[config.mk]
export PLATFORM = sky130hd
export DESIGN_NAME = asc_num_parser
export DESIGN_NICKNAME = d
export VERILOG_FILES = /design/src/rtl/asc_pkg.sv /design/src/rtl/asc_digit_decode.sv /design/src/rtl/asc_num_parser.sv
export SDC_FILE = /design/constraint.sdc
export NUM_CORES = 1
export LEC_CHECK = 0
export BUFFER_PORTS_ARGS = -buffer_cell sky130_fd_sc_hd__buf_4
export CORE_AREA = 5 5 68 115
export DETAILED_ROUTE_END_ITERATION = 7
export DIE_AREA = 0 0 73 120
export PLACE_DENSITY = 0.7
export SETUP_SLACK_MARGIN = 0.15
export SKIP_CTS_REPAIR_TIMING = 1
export SYNTH_ARGS = -nofsm -noshare
export SYNTH_HDL_FRONTEND = slang
export SYNTH_SLANG_ARGS = --single-unit
[constraint.sdc]
create_clock -name iCLK -period 5.08 [get_ports iCLK]
set_input_delay 1.016 -clock iCLK [delete_from_list [all_inputs] [get_ports iCLK]]
set_output_delay 1.016 -clock iCLK [all_outputs]
set_load 0.01 [all_outputs]
[src/rtl/asc_pkg.sv]
// Shared ASCII constants and FSM encoding for the decimal number parser.
// Optional build macro: SIGNED_INPUT_EN (leading '-' accepted).
package asc_pkg;

    localparam logic [7:0] ASC_0     = 8'h30;
    localparam logic [7:0] ASC_9     = 8'h39;
    localparam logic [7:0] ASC_SP    = 8'h20;
    localparam logic [7:0] ASC_CR    = 8'h0D;
    localparam logic [7:0] ASC_LF    = 8'h0A;
    localparam logic [7:0] ASC_COMMA = 8'h2C;
    localparam logic [7:0] ASC_MINUS = 8'h2D;

    typedef enum logic [1:0] {
        S_IDLE,
        S_FETCH,
        S_EVAL,
        S_OUT
    } state_t;

endpackage

[src/rtl/asc_digit_decode.sv]
// Combinational classifier for one received byte: decimal digit or delimiter.
// Optional build macro: SIGNED_INPUT_EN (no effect here).
module asc_digit_decode
    import asc_pkg::*;
(
    input  logic [7:0] i_byte,
    output logic [3:0] o_digit,
    output logic       o_is_digit,
    output logic       o_is_delim
);

    logic [7:0] diff;

    always_comb begin
        diff       = i_byte - ASC_0;
        o_is_digit = (i_byte >= ASC_0) && (i_byte <= ASC_9);
        o_digit    = o_is_digit ? diff[3:0] : 4'd0;
        o_is_delim = (i_byte == ASC_SP) || (i_byte == ASC_CR) ||
                     (i_byte == ASC_LF) || (i_byte == ASC_COMMA);
    end

endmodule

[src/rtl/asc_num_parser.sv]
// Drains the RX FIFO, accumulates decimal numbers, hands them off valid/ready.
// Optional build macro: SIGNED_INPUT_EN (leading '-' gives two's complement).
module asc_num_parser
    import asc_pkg::*;
#(
    parameter int DATA_W     = 16,
    parameter int MAX_DIGITS = 5
) (
    input  logic              iCLK,
    input  logic              iRST_N,
    input  logic              iFIFO_EMPTY,
    input  logic [7:0]        iFIFO_DATA,
    output logic              oFIFO_RD,
    output logic [DATA_W-1:0] oVALUE,
    output logic              oERR,
    output logic              oVALID,
    input  logic              iREADY
);

    localparam int ACC_W = DATA_W + 4;
    localparam int CNT_W = $clog2(MAX_DIGITS + 2);
    localparam logic [CNT_W-1:0] MAX_CNT = CNT_W'(MAX_DIGITS);

`ifdef SIGNED_INPUT_EN
    localparam logic [ACC_W-1:0] LIM_POS =
        {{(ACC_W-DATA_W+1){1'b0}}, {(DATA_W-1){1'b1}}};
    localparam logic [ACC_W-1:0] LIM_NEG = LIM_POS + 1'b1;
`else
    localparam logic [ACC_W-1:0] LIM_U = {4'b0, {DATA_W{1'b1}}};
`endif

    state_t            state_q, state_d;
    logic [DATA_W-1:0] acc_q, acc_d;
    logic [CNT_W-1:0]  cnt_q, cnt_d;
    logic              err_q, err_d;
    logic              neg_q, neg_d;
    logic              rd_q, rd_d;
    logic [DATA_W-1:0] value_q, value_d;
    logic              oerr_q, oerr_d;
    logic              valid_q, valid_d;

    logic [3:0]        dig;
    logic              is_digit;
    logic              is_delim;
    logic [ACC_W-1:0]  acc_ext;
    logic [ACC_W-1:0]  acc_nxt;
    logic [ACC_W-1:0]  lim;
    logic              bad;

    asc_digit_decode u_dec (
        .i_byte     (iFIFO_DATA),
        .o_digit    (dig),
        .o_is_digit (is_digit),
        .o_is_delim (is_delim)
    );

    always_comb begin
        state_d = state_q;
        acc_d   = acc_q;
        cnt_d   = cnt_q;
        err_d   = err_q;
        neg_d   = neg_q;
        rd_d    = 1'b0;
        value_d = value_q;
        oerr_d  = oerr_q;
        valid_d = valid_q;
        acc_ext = ACC_W'(acc_q);
        acc_nxt = (acc_ext << 3) + (acc_ext << 1) + ACC_W'(dig);
`ifdef SIGNED_INPUT_EN
        lim     = neg_q ? LIM_NEG : LIM_POS;
`else
        lim     = LIM_U;
`endif
        // A lone sign with no digits is malformed.
        bad     = err_q || (cnt_q == '0);

        unique case (state_q)
            S_IDLE: begin
                if (!iFIFO_EMPTY) begin
                    state_d = S_FETCH;
                    rd_d    = 1'b1;
                end
            end
            S_FETCH: state_d = S_EVAL;
            S_EVAL: begin
                state_d = S_IDLE;
                if (is_digit) begin
                    if (!err_q) begin
                        if (acc_nxt > lim || cnt_q >= MAX_CNT) begin
                            err_d = 1'b1;
                        end else begin
                            acc_d = acc_nxt[DATA_W-1:0];
                            cnt_d = cnt_q + 1'b1;
                        end
                    end
                end else if (is_delim) begin
                    if (cnt_q != '0 || err_q || neg_q) begin
                        state_d = S_OUT;
                        valid_d = 1'b1;
                        oerr_d  = bad;
                        if (bad)
                            value_d = '0;
                        else if (neg_q)
                            value_d = ~acc_q + 1'b1;
                        else
                            value_d = acc_q;
                    end
`ifdef SIGNED_INPUT_EN
                end else if (iFIFO_DATA == ASC_MINUS &&
                             cnt_q == '0 && !neg_q && !err_q) begin
                    neg_d = 1'b1;
`endif
                end else begin
                    err_d = 1'b1;
                end
            end
            S_OUT: begin
                if (iREADY) begin
                    state_d = S_IDLE;
                    valid_d = 1'b0;
                    acc_d   = '0;
                    cnt_d   = '0;
                    err_d   = 1'b0;
                    neg_d   = 1'b0;
                end
            end
        endcase
    end

    always_ff @(posedge iCLK or negedge iRST_N) begin
        if (!iRST_N) begin
            state_q <= S_IDLE;
            acc_q   <= '0;
            cnt_q   <= '0;
            err_q   <= 1'b0;
            neg_q   <= 1'b0;
            rd_q    <= 1'b0;
            value_q <= '0;
            oerr_q  <= 1'b0;
            valid_q <= 1'b0;
        end else begin
            state_q <= state_d;
            acc_q   <= acc_d;
            cnt_q   <= cnt_d;
            err_q   <= err_d;
            neg_q   <= neg_d;
            rd_q    <= rd_d;
            value_q <= value_d;
            oerr_q  <= oerr_d;
            valid_q <= valid_d;
        end
    end

    assign oFIFO_RD = rd_q;
    assign oVALUE   = value_q;
    assign oERR     = oerr_q;
    assign oVALID   = valid_q;

endmodule

Yosys cells after proc, flatten, opt, wreduce, memory -nomap -nowiden
Index checks and enable logic that the tools add are counted.
Widths: inputs -> output; s select.
{"block": "classes", "add_sub_neg": 4, "mul": 0, "div_mod_pow": 0, "n_lt_le_gt_ge": 4, "eq_ne": 16, "n_shift": 0, "n_mux": 30, "n_bitwise": 1, "reduce_logical": 16}
{"op": "$mux 16", "n": 5}
{"op": "$pmux 16 s2", "n": 1}
{"op": "$add 19x17->20", "n": 1}
{"op": "$add 20x4->20", "n": 1}
{"op": "$gt 20x16->1 const B", "n": 1}
{"op": "$eq 8x4->1 const B", "n": 2}
{"op": "$eq 8x6->1 const B", "n": 2}
{"op": "$ne 2x2->1 const B", "n": 8}
{"op": "$mux 3", "n": 4}
{"op": "$mux 1", "n": 10}
{"op": "$mux 2", "n": 5}
{"op": "$reduce_and 5->1", "n": 2}
{"op": "$ge 8x6->1 const B", "n": 1}
{"op": "$le 8x6->1 const B", "n": 1}
{"op": "$pmux 2 s4", "n": 1}
{"op": "$logic_or 1x1->1", "n": 6}
{"op": "$pmux 3 s2", "n": 1}
{"op": "$eq 2x2->1 const B", "n": 2}
{"op": "$mux 4", "n": 1}
{"op": "$pmux 1 s2", "n": 2}
{"op": "$reduce_and 4->1", "n": 1}
{"op": "$sub 4x1->4 const B", "n": 1}
{"op": "$add 3x1->3 const B", "n": 1}
{"op": "$ge 3x3->1 const B", "n": 1}
{"op": "other kinds (10)", "n": 10}
{"block": "word_totals", "regBits": 41, "latch_bits": 0, "ramBits": 0, "romBits": 0, "inputBits": 12, "n_memories": 0}

Depth between registers and ports, before layout
Gate-level depths: netlist (run 1).
{"block": "logic_depth", "depth_word": 10, "ltp_mapped": 16, "mapped_depth_nobuf": 14}

Hierarchy
Synthesis (run 1) repeated with hierarchy kept, for this count alone.
{"block": "unflattened", "hier_cells": 299, "area_unflattened_um2": 2914.0}
{"module": "asc_num_parser", "n_inst": 1, "cells_each": 283, "area_per_inst_um2": 2803.9}
{"module": "asc_digit_decode", "n_inst": 1, "cells_each": 16, "area_per_inst_um2": 110.1}

Worst setup path after synthesis (run 1)
OpenSTA, ideal clock, no wires.
{"block": "synth_timing", "path_type": "input to register", "start": "input port iFIFO_DATA[6]", "end": "register acc_q[10]", "setup_time_ns": 0.125, "t_arrival_ns": 3.921, "t_required_ns": 4.955, "path_slack_ns": 1.034, "cell_stages": 14, "n_path_buf": 2, "path_cell_list": "nor2_1 and4_1 nand2_1 fa_1 fa_1 nand2b_1 a21oi_2 o21ai_1 o41ai_1 mux2i_1 nand4_1 buf_6 buf_12 mux2i_1"}
{"block": "synth_between", "elab_chain_cells": 8, "word_cells_on_any_way": 14, "cone_classes": "add/sub: 1; order compare: 3; eq/ne: 2; mux: 5; reduce/logical: 3"}
{"item": "start: declaration", "line_no": "asc_num_parser.sv:12", "source": "input logic [7:0] iFIFO_DATA,"}
{"item": "$ge 8x6->1 or $le 8x6->1 (tied branches)", "line_no": "asc_digit_decode.sv:16", "source": "o_is_digit = (i_byte >= ASC_0) && (i_byte <= ASC_9);"}
{"item": "$logic_and 1x1->1 (*)", "line_no": "asc_digit_decode.sv:16"}
{"item": "$mux 4", "line_no": "asc_digit_decode.sv:17", "source": "o_digit = o_is_digit ? diff[3:0] : 4'd0;"}
{"item": "$add 20x4->20", "line_no": "asc_num_parser.sv:68", "source": "acc_nxt = (acc_ext << 3) + (acc_ext << 1) + ACC_W'(dig);"}
{"item": "$gt 20x16->1 or $mux 16 (tied branches)", "line_no": "asc_num_parser.sv:89", "source": "if (acc_nxt > lim || cnt_q >= MAX_CNT) begin"}
{"item": "$logic_or 1x1->1 or $mux 16 (tied branches)", "line_no": "asc_num_parser.sv:89, asc_num_parser.sv:88"}
{"item": "$ne 2x2->1 (no line) or $mux 16 (tied branches)"}
{"item": "$reduce_and 5->1 (no line) or $pmux 16 s2 (tied branches)"}
{"item": "end signal: assignment", "line_no": "asc_num_parser.sv:133", "source": "acc_q <= '0;"}
{"item": "end signal: assignment", "line_no": "asc_num_parser.sv:143", "source": "acc_q <= acc_d;"}
{"item": "end: declaration", "line_no": "asc_num_parser.sv:33", "source": "logic [DATA_W-1:0] acc_q, acc_d;"}
Every way passes the cells marked *; elsewhere a longest branch is shown, timed or not. The select of a mux whose other input is x is not followed.
A chain may end at the register's enable or synchronous reset.

Worst setup path after layout (run 1)
{"block": "layout_timing", "start": "input port iFIFO_DATA[1]", "end": "register acc_q[6]"}
{"block": "layout_between", "elab_chain_cells": 8, "word_cells_on_any_way": 15, "cone_classes": "add/sub: 2; order compare: 3; eq/ne: 2; mux: 5; reduce/logical: 3"}
{"item": "$ge 8x6->1 or $le 8x6->1 (tied branches)", "line_no": "asc_digit_decode.sv:16"}
{"item": "$logic_and 1x1->1", "line_no": "asc_digit_decode.sv:16"}
{"item": "$mux 4", "line_no": "asc_digit_decode.sv:17"}
{"item": "$add 20x4->20", "line_no": "asc_num_parser.sv:68"}
{"item": "$gt 20x16->1 or $mux 16 (tied branches)", "line_no": "asc_num_parser.sv:89"}
{"item": "$logic_or 1x1->1 or $mux 16 (tied branches)", "line_no": "asc_num_parser.sv:89, asc_num_parser.sv:88"}
{"item": "$ne 2x2->1 (no line) or $mux 16 (tied branches)"}
{"item": "$reduce_and 5->1 (no line) or $pmux 16 s2 (tied branches)"}
Several ways; a longest one is shown, not always the timed one. The select of a mux whose other input is x is not followed.

==> results of run 1 <==
-- area by class of cell --
type / instances / area, µm² / share of cell area
Multi-Input combinational cell: 232 / 1710 / 0.520
Sequential cell: 41 / 1030 / 0.311
Timing Repair Buffer: 33 / 248 / 0.0751
Clock buffer: 6 / 129 / 0.0391
Tap cell: 84 / 105 / 0.0319
Inverter: 18 / 67.6 / 0.0205
Clock inverter: 2 / 10.0 / 0.00303
-- cell usage in the layout (no fill, tap or decap), drive strengths merged, types with 5 or more instances in the layout --
cell type  Yosys  layout
nand2         49      49
o21ai         19      19
nand3          5       5
a21oi         22      22
a22o          17      17
clkbuf         5       6
dfrtp         41      41
nand4          6       6
nand2b         6       6
buf            6      33
xnor2          6       6
mux2i         19      19
ha            34      34
xor2           5       5
nor2           8       8
inv           18      18
-- power by group --
group          leakage [nW]  switching [mW]  total, mW  internal (mW)
registers             0.566          0.0242      0.370          0.346
logic                  1.15          0.0584     0.0972         0.0388
clock network        0.0706           0.127      0.307          0.180
-- cell families (layout without fill, tap and decap cells) --
logic type / count (synthesis) / count (layout) / share of synthesized area
compound gates: 77 / 77 / 0.190
xor+xnor: 11 / 11 / 0.0335
fa+ha+maj: 36 / 36 / 0.162
buf+inv: 29 / 59 / 0.0478
flops: 41 / 41 / 0.357
mux: 19 / 19 / 0.0661
simple gates: 89 / 89 / 0.145
-- flip-flops by register name, summed over array words and instances (netlist names) --
signal	count
oVALID	1
err_q	1
acc_q	16
state_q	2
cnt_q	3
oERR	1
oVALUE	16
oFIFO_RD	1
-- through the flow --
stage / hold slack, ps / cells / util / total power [mW] / worst slack (ps)
3_3_place_gp: 465 / 408 / 0.464 / 0.470 / 830
3_5_place_dp: 479 / 408 / 0.464 / 0.475 / 713
6_report: 482 / 416 / 0.485 / 0.775 / 1030
5_1_grt: 522 / 416 / 0.485 / 0.812 / 693
2_1_floorplan: 511 / 302 / - / 0.429 / 1030
4_1_cts: 492 / 416 / 0.485 / 0.783 / 1010
-- worst register-to-register path, delay by kind of cell, from the launching register on --
| family | cells | cell delay, ps |
|---|---|---|
| buffers and inverters | 2 | 330 |
| muxes | 2 | 450 |
| AOI/OAI and AO/OA | 3 | 660 |
| and+or+nand+nor | 2 | 330 |
| DFF | 1 | 420 |
| adders and majority gates | 2 | 950 |
-- worst max-delay path by stage --
stage	endpoint
floorplan	acc_q[10]$_DFFE_PN0P_
global placement	acc_q[5]$_DFFE_PN0P_
detailed placement	acc_q[8]$_DFFE_PN0P_
CTS	acc_q[8]$_DFFE_PN0P_
global route	acc_q[10]$_DFFE_PN0P_
finish	acc_q[6]$_DFFE_PN0P_
-- layer usage --
metal | up-vias | GRT usage | wire [µm]
li1 | 1137 | - | -
met1 | 1135 | 0.167 | 2600
met3 | 10 | 0.0210 | 155
met4 | 0 | 0.0878 | 151
met2 | 30 | 0.339 | 4070
met5 | - | 0 | 0
==> out/results.txt, run 1 <==
status = finished clean
Async S/R FF share, synth = 1.00
CP bufs+invs = 2
Slew Limit Fails = 0
EDFF count, synth = 0
RSZ-0062 raised after global routing = no
CTS Buf Count = 5
vias in the first global route = 2498
Clock Latency Late Sink = 290 ps
Syn Nets = 350
CP startpoint kind = input port
Hold Vio Cnt, Final = 0
reg2reg end = acc_q[6]$_DFFE_PN0P_
Post-Syn Area = 2880 µm²
nets = 379
die height = 120 µm
Period minus WS final = 4050 ps
final antenna-violating net count = 0
top-count cell post-synth = nand2_1
first-pass GRT wire length = 11800 µm
Avg WL per Cell = 16.8 µm
CTS root buf = clkbuf_16
total grt overflow = 0
Critical Path Source = iFIFO_DATA[1]
crit share post-route = 0.798
Pleak = 1.79 nW
Placer Congestion = 0.864
slowest stage cell, crit path = fa_1
Placed Area = 3160 µm²
Synth Area per Inst = 9.53 µm²
Crit path depth = 14
Remaining DRCs = 0
via/cell ratio = 5.56
largest cells by area after synthesis = dfrtp_1 (36%), ha_1 (15%), mux2i_1 (6.6%)
Pwr Density = 235 nW/µm²
slew margin rel. = 0.358
hold depth = 2
Hold Crit Start = oVALID$_DFFE_PN0P_
final setup TNS = 0 ps
FILL cells = 694
Hold Crit Endpoint = oVALID$_DFFE_PN0P_
initial antenna violation count = 0
Die Wd = 73 µm
Max Buffers Root-to-Sink = 2
Synth top area share = 0.357
number of clock sinks = 41
H-tree lvl count = 2
full die area = 8760 µm²
synth warn = 0
Tot GR Track Use = 0.174
CTS clk-pin slew, worst paths = 60 ps
CP Cell Sequence = buf_4 -> o21ai_1 -> and4_1 -> nand2_1 -> fa_1 -> fa_1 -> nand2b_1 -> a21oi_2 -> o21ai_1 -> o41ai_1 -> mux2i_1 -> nand4_1 -> buf_4 -> mux2i_1
setup violators final = 0
crit path kind = in -> reg
Core Area = 6810 µm²
# rows = 40
Worst Path Required = 5250 ps
worst r2r path cells = 11
commonest cells in the netlist = nand2_1 (49), dfrtp_1 (41), ha_1 (34), a21oi_1 (20), mux2i_1 (19)
crit end category = flop
Hold/Removal Path Class = reg -> reg
CP peak stage delay = 480 ps
sequential fraction of the synthesis area = 0.357
#FFs+latches synth = 41
1st-iter DRT viols = 57
Max Freq = 247 MHz
Worst path top cell family by delay = adder cells
vias = 2312
Syn-to-layout area delta = 14.7%
CTS tree = built
detailed-route wire length = 6970 µm
clk_skew = 3.09 ps
share of cells above drive strength 1 = 0.145
area leader, netlist = dfrtp_1
# Max-Cap Violations = 0
antenna diode count = 0
reg2reg setup slack = 1800 ps
Peak VDD IR = 0.157 mV
Port-buffer cells = 30
starting density of the core = 0.423
Top FF cell, synth = dfrtp_1
Worst Path Arrival = 4220 ps
DRT Pass-1 Iters = 4
HPWL Detailed = 5380 µm
reg2reg start = acc_q[2]$_DFFE_PN0P_
Final Cell Area = 3300 µm²
post-synthesis cell type count = 45
largest net degree at the start of global routing = 42
I/O Pins = 31
worst-path fanout max = 11
slew at the pin closest to its max-slew limit = 960 ps
cells after synthesis = 302
No activity file was read; power rests on OpenSTA's default activity.
==> run 2, diff against run 1 <==
--- a/config.mk
+++ b/config.mk
@@ -5,11 +5,12 @@
 export SDC_FILE = /design/constraint.sdc
 export NUM_CORES = 1
 export LEC_CHECK = 0
+export ABC_AREA = 1
 export BUFFER_PORTS_ARGS = -buffer_cell sky130_fd_sc_hd__buf_4
-export CORE_AREA = 5 5 68 115
+export CORE_AREA = 5 5 69 119
 export DETAILED_ROUTE_END_ITERATION = 7
-export DIE_AREA = 0 0 73 120
-export PLACE_DENSITY = 0.7
+export DIE_AREA = 0 0 74 124
+export PLACE_DENSITY = 0.73
 export SETUP_SLACK_MARGIN = 0.15
 export SKIP_CTS_REPAIR_TIMING = 1
 export SYNTH_ARGS = -nofsm -noshare
==> constraint.sdc (replaced) <==
create_clock -name iCLK -period 3.5 [get_ports iCLK]
set_input_delay 0.7 -clock iCLK [delete_from_list [all_inputs] [get_ports iCLK]]
set_output_delay 0.7 -clock iCLK [all_outputs]
set_load 0.01 [all_outputs]
==> run 2 against run 1 <==
Sequential power is 87% higher. Die area is 4.7% higher. Register-to-register slack worse by 1100 ps. First-iteration DRC count rose to 3.2 times the previous value. Non-clock buffer count increased by 9. Clock power increased by 47%. Combinational power rose to 13 times the previous value. Synthesized cell count is 44% higher. Largest cell class unchanged. Largest power group is now combinational cells.
==> out/results.txt, run 2 <==
Tot Pwr = 2.41 mW (+210%)
EDFF count, synth = 0 (unchanged)
slew margin rel. = 0.556 (+0.198)
Worst Path Arrival = 3410 ps (-810 ps)
CTS tree = built
crit path kind = in -> reg
die height = 124 µm (+3.3%)
Max Freq = 308 MHz
area leader, netlist = dfrtp_1
Syn-to-layout area delta = 21.0%
# Max-Cap Violations = 0 (unchanged)
detailed-route wire length = 8170 µm (+17%)
fin util = 0.518 (+0.0336)
Peak VDD IR = 0.380 mV (+140%)
CP bufs+invs = 4 (+2)
crit end category = flop
Die Wd = 74 µm (+1.4%)
CTS clk-pin slew, worst paths = 60 ps (about the same)
share of cells above drive strength 1 = 0.155 (+0.0106)
Synth top area share = 0.336 (-0.0207)
CTS Buf Count = 5 (unchanged)
clk_skew = 5.96 ps (+2.87 ps)
Place WS = -96.2 ps (-809 ps)
CP startpoint kind = input port
reg2reg setup slack = 680 ps (-1120 ps)
Hold/Removal Path Class = in -> async
vias in the first global route = 2896 (+16%)
top-count cell post-synth = nand2_1
setup violators final = 0 (unchanged)
Pleak = 2.05 nW (+15%)
most common cell after layout, fill and taps aside = nand2_1
Post-Place Cells = 550 (+35%)
CP Cell Sequence = buf_4 -> inv_1 -> nand2_1 -> nor2_2 -> nand3_2 -> fa_1 -> inv_1 -> ha_4 -> nand2_1 -> nand2_1 -> nand3_1 -> nand2_2 -> nand2_2 -> nand3_1 -> nand2_1 -> a21oi_4 -> nand3_4 -> buf_2 -> nand3_1 -> nand2_1
synth warn = 0 (unchanged)
Async S/R FF share, synth = 1.00 (unchanged)
initial antenna violation count = 0 (unchanged)
DRT Pass-1 Iters = 6 (+2)
largest cells by area after synthesis = dfrtp_1 (34%), nand2_1 (17%), ha_1 (14%)
first-pass GRT wire length = 13100 µm (+11%)
Remaining DRCs = 0 (unchanged)
Tot GR Track Use = 0.183 (+0.00944)
Clock Latency Late Sink = 280 ps (about the same)
largest net degree at the start of global routing = 42 (unchanged)
# rows = 41 (+2.5%)
via/cell ratio = 5.21 (-6.3%)
Post-Syn Area = 3060 µm² (+6.2%)
status = finished clean
post-synthesis cell type count = 32 (-29%)
H-tree lvl count = 2 (unchanged)
Worst Path Required = 3660 ps (-1590 ps)
total grt overflow = 0 (unchanged)
RSZ-0062 raised after global routing = no
Post-Layout Cell Count = 563 (+35%)
CP peak stage delay = 580 ps (+100 ps)
full die area = 9180 µm² (+4.7%)
I/O Pins = 31 (unchanged)
number of clock sinks = 41 (unchanged)
Syn Nets = 484 (+38%)
starting density of the core = 0.428 (+0.00570)
Core Area = 7130 µm² (+4.8%)
Max Buffers Root-to-Sink = 2 (unchanged)
Top FF cell, synth = dfrtp_1
crit share post-route = 0.928
Hold Vio Cnt, Final = 0 (unchanged)
final antenna-violating net count = 0 (unchanged)
CTS root buf = clkbuf_16
Period minus WS final = 3250 ps
HPWL Detailed = 6360 µm (+18%)
Slew Limit Fails = 0 (unchanged)
most frequent cells in the layout = nand2_1 (134), inv_1 (65), dfrtp_1 (41)
worst-path fanout max = 5 (-6)
antenna diode count = 0 (unchanged)
nets = 525 (+39%)
Placer Congestion = 0.938 (+8.5%)
Most common cell on crit path = nand2_1
vias = 2932 (+27%)
FILL cells = 667 (-3.9%)
commonest cells in the netlist = nand2_1 (139), inv_1 (65), dfrtp_1 (41), nand3_1 (39), ha_1 (34)
Avg WL per Cell = 14.5 µm (-13%)
1st-iter DRT viols = 180 (+220%)
slowest stage cell, crit path = fa_1
Port-buffer cells = 30 (unchanged)
#FFs+latches synth = 41 (unchanged)
Synth Area per Inst = 7.01 µm² (-26%)
slew at the pin closest to its max-slew limit = 666 ps (-295 ps)
Worst path top cell family by delay = simple AND/OR/NAND/NOR gates
Pwr Density = 652 nW/µm² (+180%)
Worst Setup Slack, final = 253 ps (-773 ps)
cells after synthesis = 436 (+44%)
sequential fraction of the synthesis area = 0.336 (-0.0207)
==> run 2: changes by cell type after synthesis, sizes merged, moves of 6 or more <==
cell    before  now
nand2b       6    0
nor2         8   30
inv         18   66
a22o        17    0
nand2       49  141
nand3        5   40
mux2i       19    0
o21ai       19   26
==> run 2: power breakdown <==
part	switching, mW	internal [mW]	total [mW]
clock	0.171	0.279	0.451
combinational	0.812	0.454	1.27
sequential	0.122	0.570	0.692
==> run 2: final cells by class <==
class	instances	area [µm²]	share of cell area
repair buffers	42	318	0.0860
multi-input cells	319	1840	0.498
well taps	86	108	0.0291
clock inverters	1	7.51	0.00203
inverters	68	256	0.0694
flip-flops and latches	41	1030	0.278
clock buffers	6	139	0.0376
==> run 2: path summary, 6_finish.rpt <==
path	from	endpoint	depth (start not counted)
worst max-delay path	iFIFO_DATA[7]	cnt_q[1]$_DFFE_PN0P_	20
worst min-delay path	iRST_N	oFIFO_RD$_DFF_PN0_	1
worst max register to register	acc_q[0]$_DFFE_PN0P_	cnt_q[1]$_DFFE_PN0P_	16
worst min register to register	state_q[1]$_DFFE_PN0P_	oFIFO_RD$_DFF_PN0_	1
max in group asynchronous	iRST_N	acc_q[14]$_DFFE_PN0P_	1
min in group iCLK	state_q[1]$_DFFE_PN0P_	oFIFO_RD$_DFF_PN0_	1
==> run 2: per-stage QoR <==
stage | TNS (ps) | cell area, µm² | hold slack [ps]
4_1_cts | 0 | 3530 | 416
5_1_grt | 0 | 3700 | 445
3_3_place_gp | -838 | 3390 | 468
3_5_place_dp | -1530 | 3390 | 476
2_1_floorplan | 0 | 3060 | 404
6_report | 0 | 3700 | 392
==> run 2: layer usage <==
metal	global-route usage	part of all wire	vias up
met5	0	0	-
met4	0.0896	0.053	0
met3	0.0258	0.029	35
met2	0.348	0.56	78
met1	0.188	0.36	1344
li1	-	-	1475
==> run 2: worst reg2reg max path: cells and delay by family (launching register included) <==
kind	cells	cell delay (ps)
buffers and inverters	3	420
flip-flops	1	380
adder cells (fa/ha/maj)	2	880
AND/OR/NAND/NOR	10	860
AO/OA/AOI/OAI	1	180
==> run 2: cells by family after synthesis <==
kind of cell / share of synthesized area
compound gates: 0.0905
flops: 0.336
buf+inv: 0.0991
fa+ha+maj: 0.152
xor+xnor: 0.0143
simple gates: 0.308
==> run 3, diff against run 2 <==
--- a/config.mk
+++ b/config.mk
@@ -11,6 +11,7 @@
 export DETAILED_ROUTE_END_ITERATION = 7
 export DIE_AREA = 0 0 74 124
 export PLACE_DENSITY = 0.73
+export REMOVE_ABC_BUFFERS = 1
 export SETUP_SLACK_MARGIN = 0.15
 export SKIP_CTS_REPAIR_TIMING = 1
 export SYNTH_ARGS = -nofsm -noshare
==> run 3 against run 2 <==
Global-route usage is 0.21 points higher. Non-clock buffer count rose by 3. Combinational power is essentially flat. Largest power group unchanged.
==> out/results.txt, run 3 (synthesized netlist as in run 2, its figures left out) <==
Most common cell on crit path = nand2_2
Hold/Removal Path Class = in -> async
Post-Place Cells = 554 (+0.73%)
first-pass GRT wire length = 13100 µm (about the same)
most frequent cells in the layout = nand2_1 (132), inv_1 (65), buf_4 (43)
Pwr Density = 669 nW/µm² (+2.7%)
Placer Congestion = 0.943 (+0.54%)
H-tree lvl count = 2 (unchanged)
Max Buffers Root-to-Sink = 2 (unchanged)
Worst Path Required = 3680 ps (+20 ps)
Clock Latency Late Sink = 280 ps (about the same)
reg2reg start = acc_q[0]$_DFFE_PN0P_
Hold Vio Cnt, Final = 0 (unchanged)
Metal-1 WL = 2850 µm (-1.6%)
met2 routed wirelength = 4570 µm (-0.57%)
setup violators final = 0 (unchanged)
Period minus WS final = 3260 ps (+11.0 ps)
crit path kind = in -> reg
DRT Pass-1 Iters = 4 (-2)
slew at the pin closest to its max-slew limit = 588 ps (-78.2 ps)
CTS tree = built
Syn-to-layout area delta = 22.8%
crit end category = flop
CP startpoint kind = input port
Post-Layout Cell Count = 567 (+0.71%)
clk_skew = 4.17 ps (-1.79 ps)
antenna diode count = 0 (unchanged)
Pleak = 2.08 nW (+1.5%)
RSZ-0062 raised after global routing = no
Remaining DRCs = 0 (unchanged)
slowest stage cell, crit path = fa_2
Tot Pwr = 2.51 mW (+4.2%)
share of cells above drive strength 1 = 0.166 (+0.0112)
number of clock sinks = 41 (unchanged)
CP Cell Sequence = buf_4 -> inv_1 -> nand2_2 -> nor2_2 -> nand3_2 -> fa_2 -> buf_4 -> fa_2 -> nor2_4 -> o21ai_2 -> nand2_2 -> nand2_1 -> nand2_2 -> nand2_2 -> a21oi_4 -> nand3_4 -> buf_4 -> nand3_1 -> nand2_1
worst-path fanout max = 5 (unchanged)
detailed-route wire length = 8250 µm (+1.1%)
total grt overflow = 0 (unchanged)
vias = 2915 (-0.58%)
nets = 528 (+0.57%)
Port-buffer cells = 30 (unchanged)
crit share post-route = 0.931 (+0.00315)
fin util = 0.526 (+0.00772)
# rows = 41 (unchanged)
Peak VDD IR = 0.286 mV (-25%)
CP peak stage delay = 480 ps (-100 ps)
Tot GR Track Use = 0.185 (+0.00208)
final antenna-violating net count = 0 (unchanged)
Highest Signal Layer = met4
Die Wd = 74 µm (unchanged)
Max Freq = 307 MHz (-0.34%)
FILL cells = 679 (+1.8%)
CP bufs+invs = 4 (unchanged)
vias in the first global route = 2921 (+0.86%)
via/cell ratio = 5.14 (-1.3%)
Core Area = 7130 µm² (unchanged)
Critical Path Source = iFIFO_DATA[7]
# Max-Cap Violations = 0 (unchanged)
initial antenna violation count = 0 (unchanged)
largest net degree at the start of global routing = 42 (unchanged)
full die area = 9180 µm² (unchanged)
Avg WL per Cell = 14.6 µm (+0.36%)
Worst Path Arrival = 3430 ps (+20 ps)
I/O Pins = 31 (unchanged)
starting density of the core = 0.428 (unchanged)
status = finished clean
1st-iter DRT viols = 167 (-7.2%)
CTS root buf = clkbuf_16
die height = 124 µm (unchanged)
final setup TNS = 0 ps (unchanged)
Met3 Wirelength = 265 µm (+13%)
slew margin rel. = 0.607 (+0.0515)
Slew Limit Fails = 0 (unchanged)
CTS Buf Count = 5 (unchanged)
HPWL Detailed = 6430 µm (+1.1%)
Worst path top cell family by delay = simple AND/OR/NAND/NOR gates
most common cell after layout, fill and taps aside = nand2_1
CTS clk-pin slew, worst paths = 60 ps (about the same)
-- run 3: layer usage --
metal | up-vias | global-route usage
met4 | 0 | 0.115
li1 | 1478 | -
met5 | - | 0
met1 | 1332 | 0.177
met2 | 71 | 0.348
met3 | 34 | 0.0355
-- run 3: area by class of cell --
| cell class | count | area, µm² | share of cell area |
|---|---|---|---|
| Clock buffer | 5 | 125 | 0.0334 |
| Clock inverter | 3 | 46.3 | 0.0123 |
| Inverter | 68 | 258 | 0.0687 |
| Multi-Input combinational cell | 319 | 1840 | 0.491 |
| Sequential cell | 41 | 1030 | 0.274 |
| Tap cell | 86 | 108 | 0.0287 |
| Timing Repair Buffer | 45 | 345 | 0.0921 |
-- run 3: per-stage QoR --
stage	worst slack, ps	area (µm²)	hold WS [ps]
after floorplan	193	3010	404
after global placement	-198	3420	461
after detailed placement	-258	3420	469
after CTS	17.8	3590	404
after global routing	112	3750	427
final	242	3750	384
-- run 3: final timing paths --
| path | endpoint | slack [ps] | cells after the start |
|---|---|---|---|
| worst min register to register | oFIFO_RD$_DFF_PN0_ | 480 | 1 |
| worst max-delay path | acc_q[11]$_DFFE_PN0P_ | 240 | 19 |
| min in group iCLK | oFIFO_RD$_DFF_PN0_ | 480 | 1 |
| max in group asynchronous | oVALUE[3]$_DFFE_PN0P_ | 2760 | 1 |
| worst max register to register | acc_q[11]$_DFFE_PN0P_ | 640 | 15 |
| worst min-delay path | oVALID$_DFFE_PN0P_ | 380 | 1 |
-- run 3: worst reg2reg max path, cell delays in order, from the launching register on --
cell and delay [ps]:
dfrtp_1 400, inv_1 130, fa_2 450, buf_4 160, fa_2 430, nor2_4 120, o21ai_2 90, nand2_2 80
nand2_1 60, nand2_2 80, nand2_2 70, a21oi_4 210, nand3_4 150, buf_4 200, nand3_1 70, nand2_1 60
-- run 3: power by group --
group          leakage (nW)  switching, mW  internal [mW]
registers             0.553          0.115          0.570
clock network        0.0800          0.184          0.337
logic                  1.45          0.824          0.480
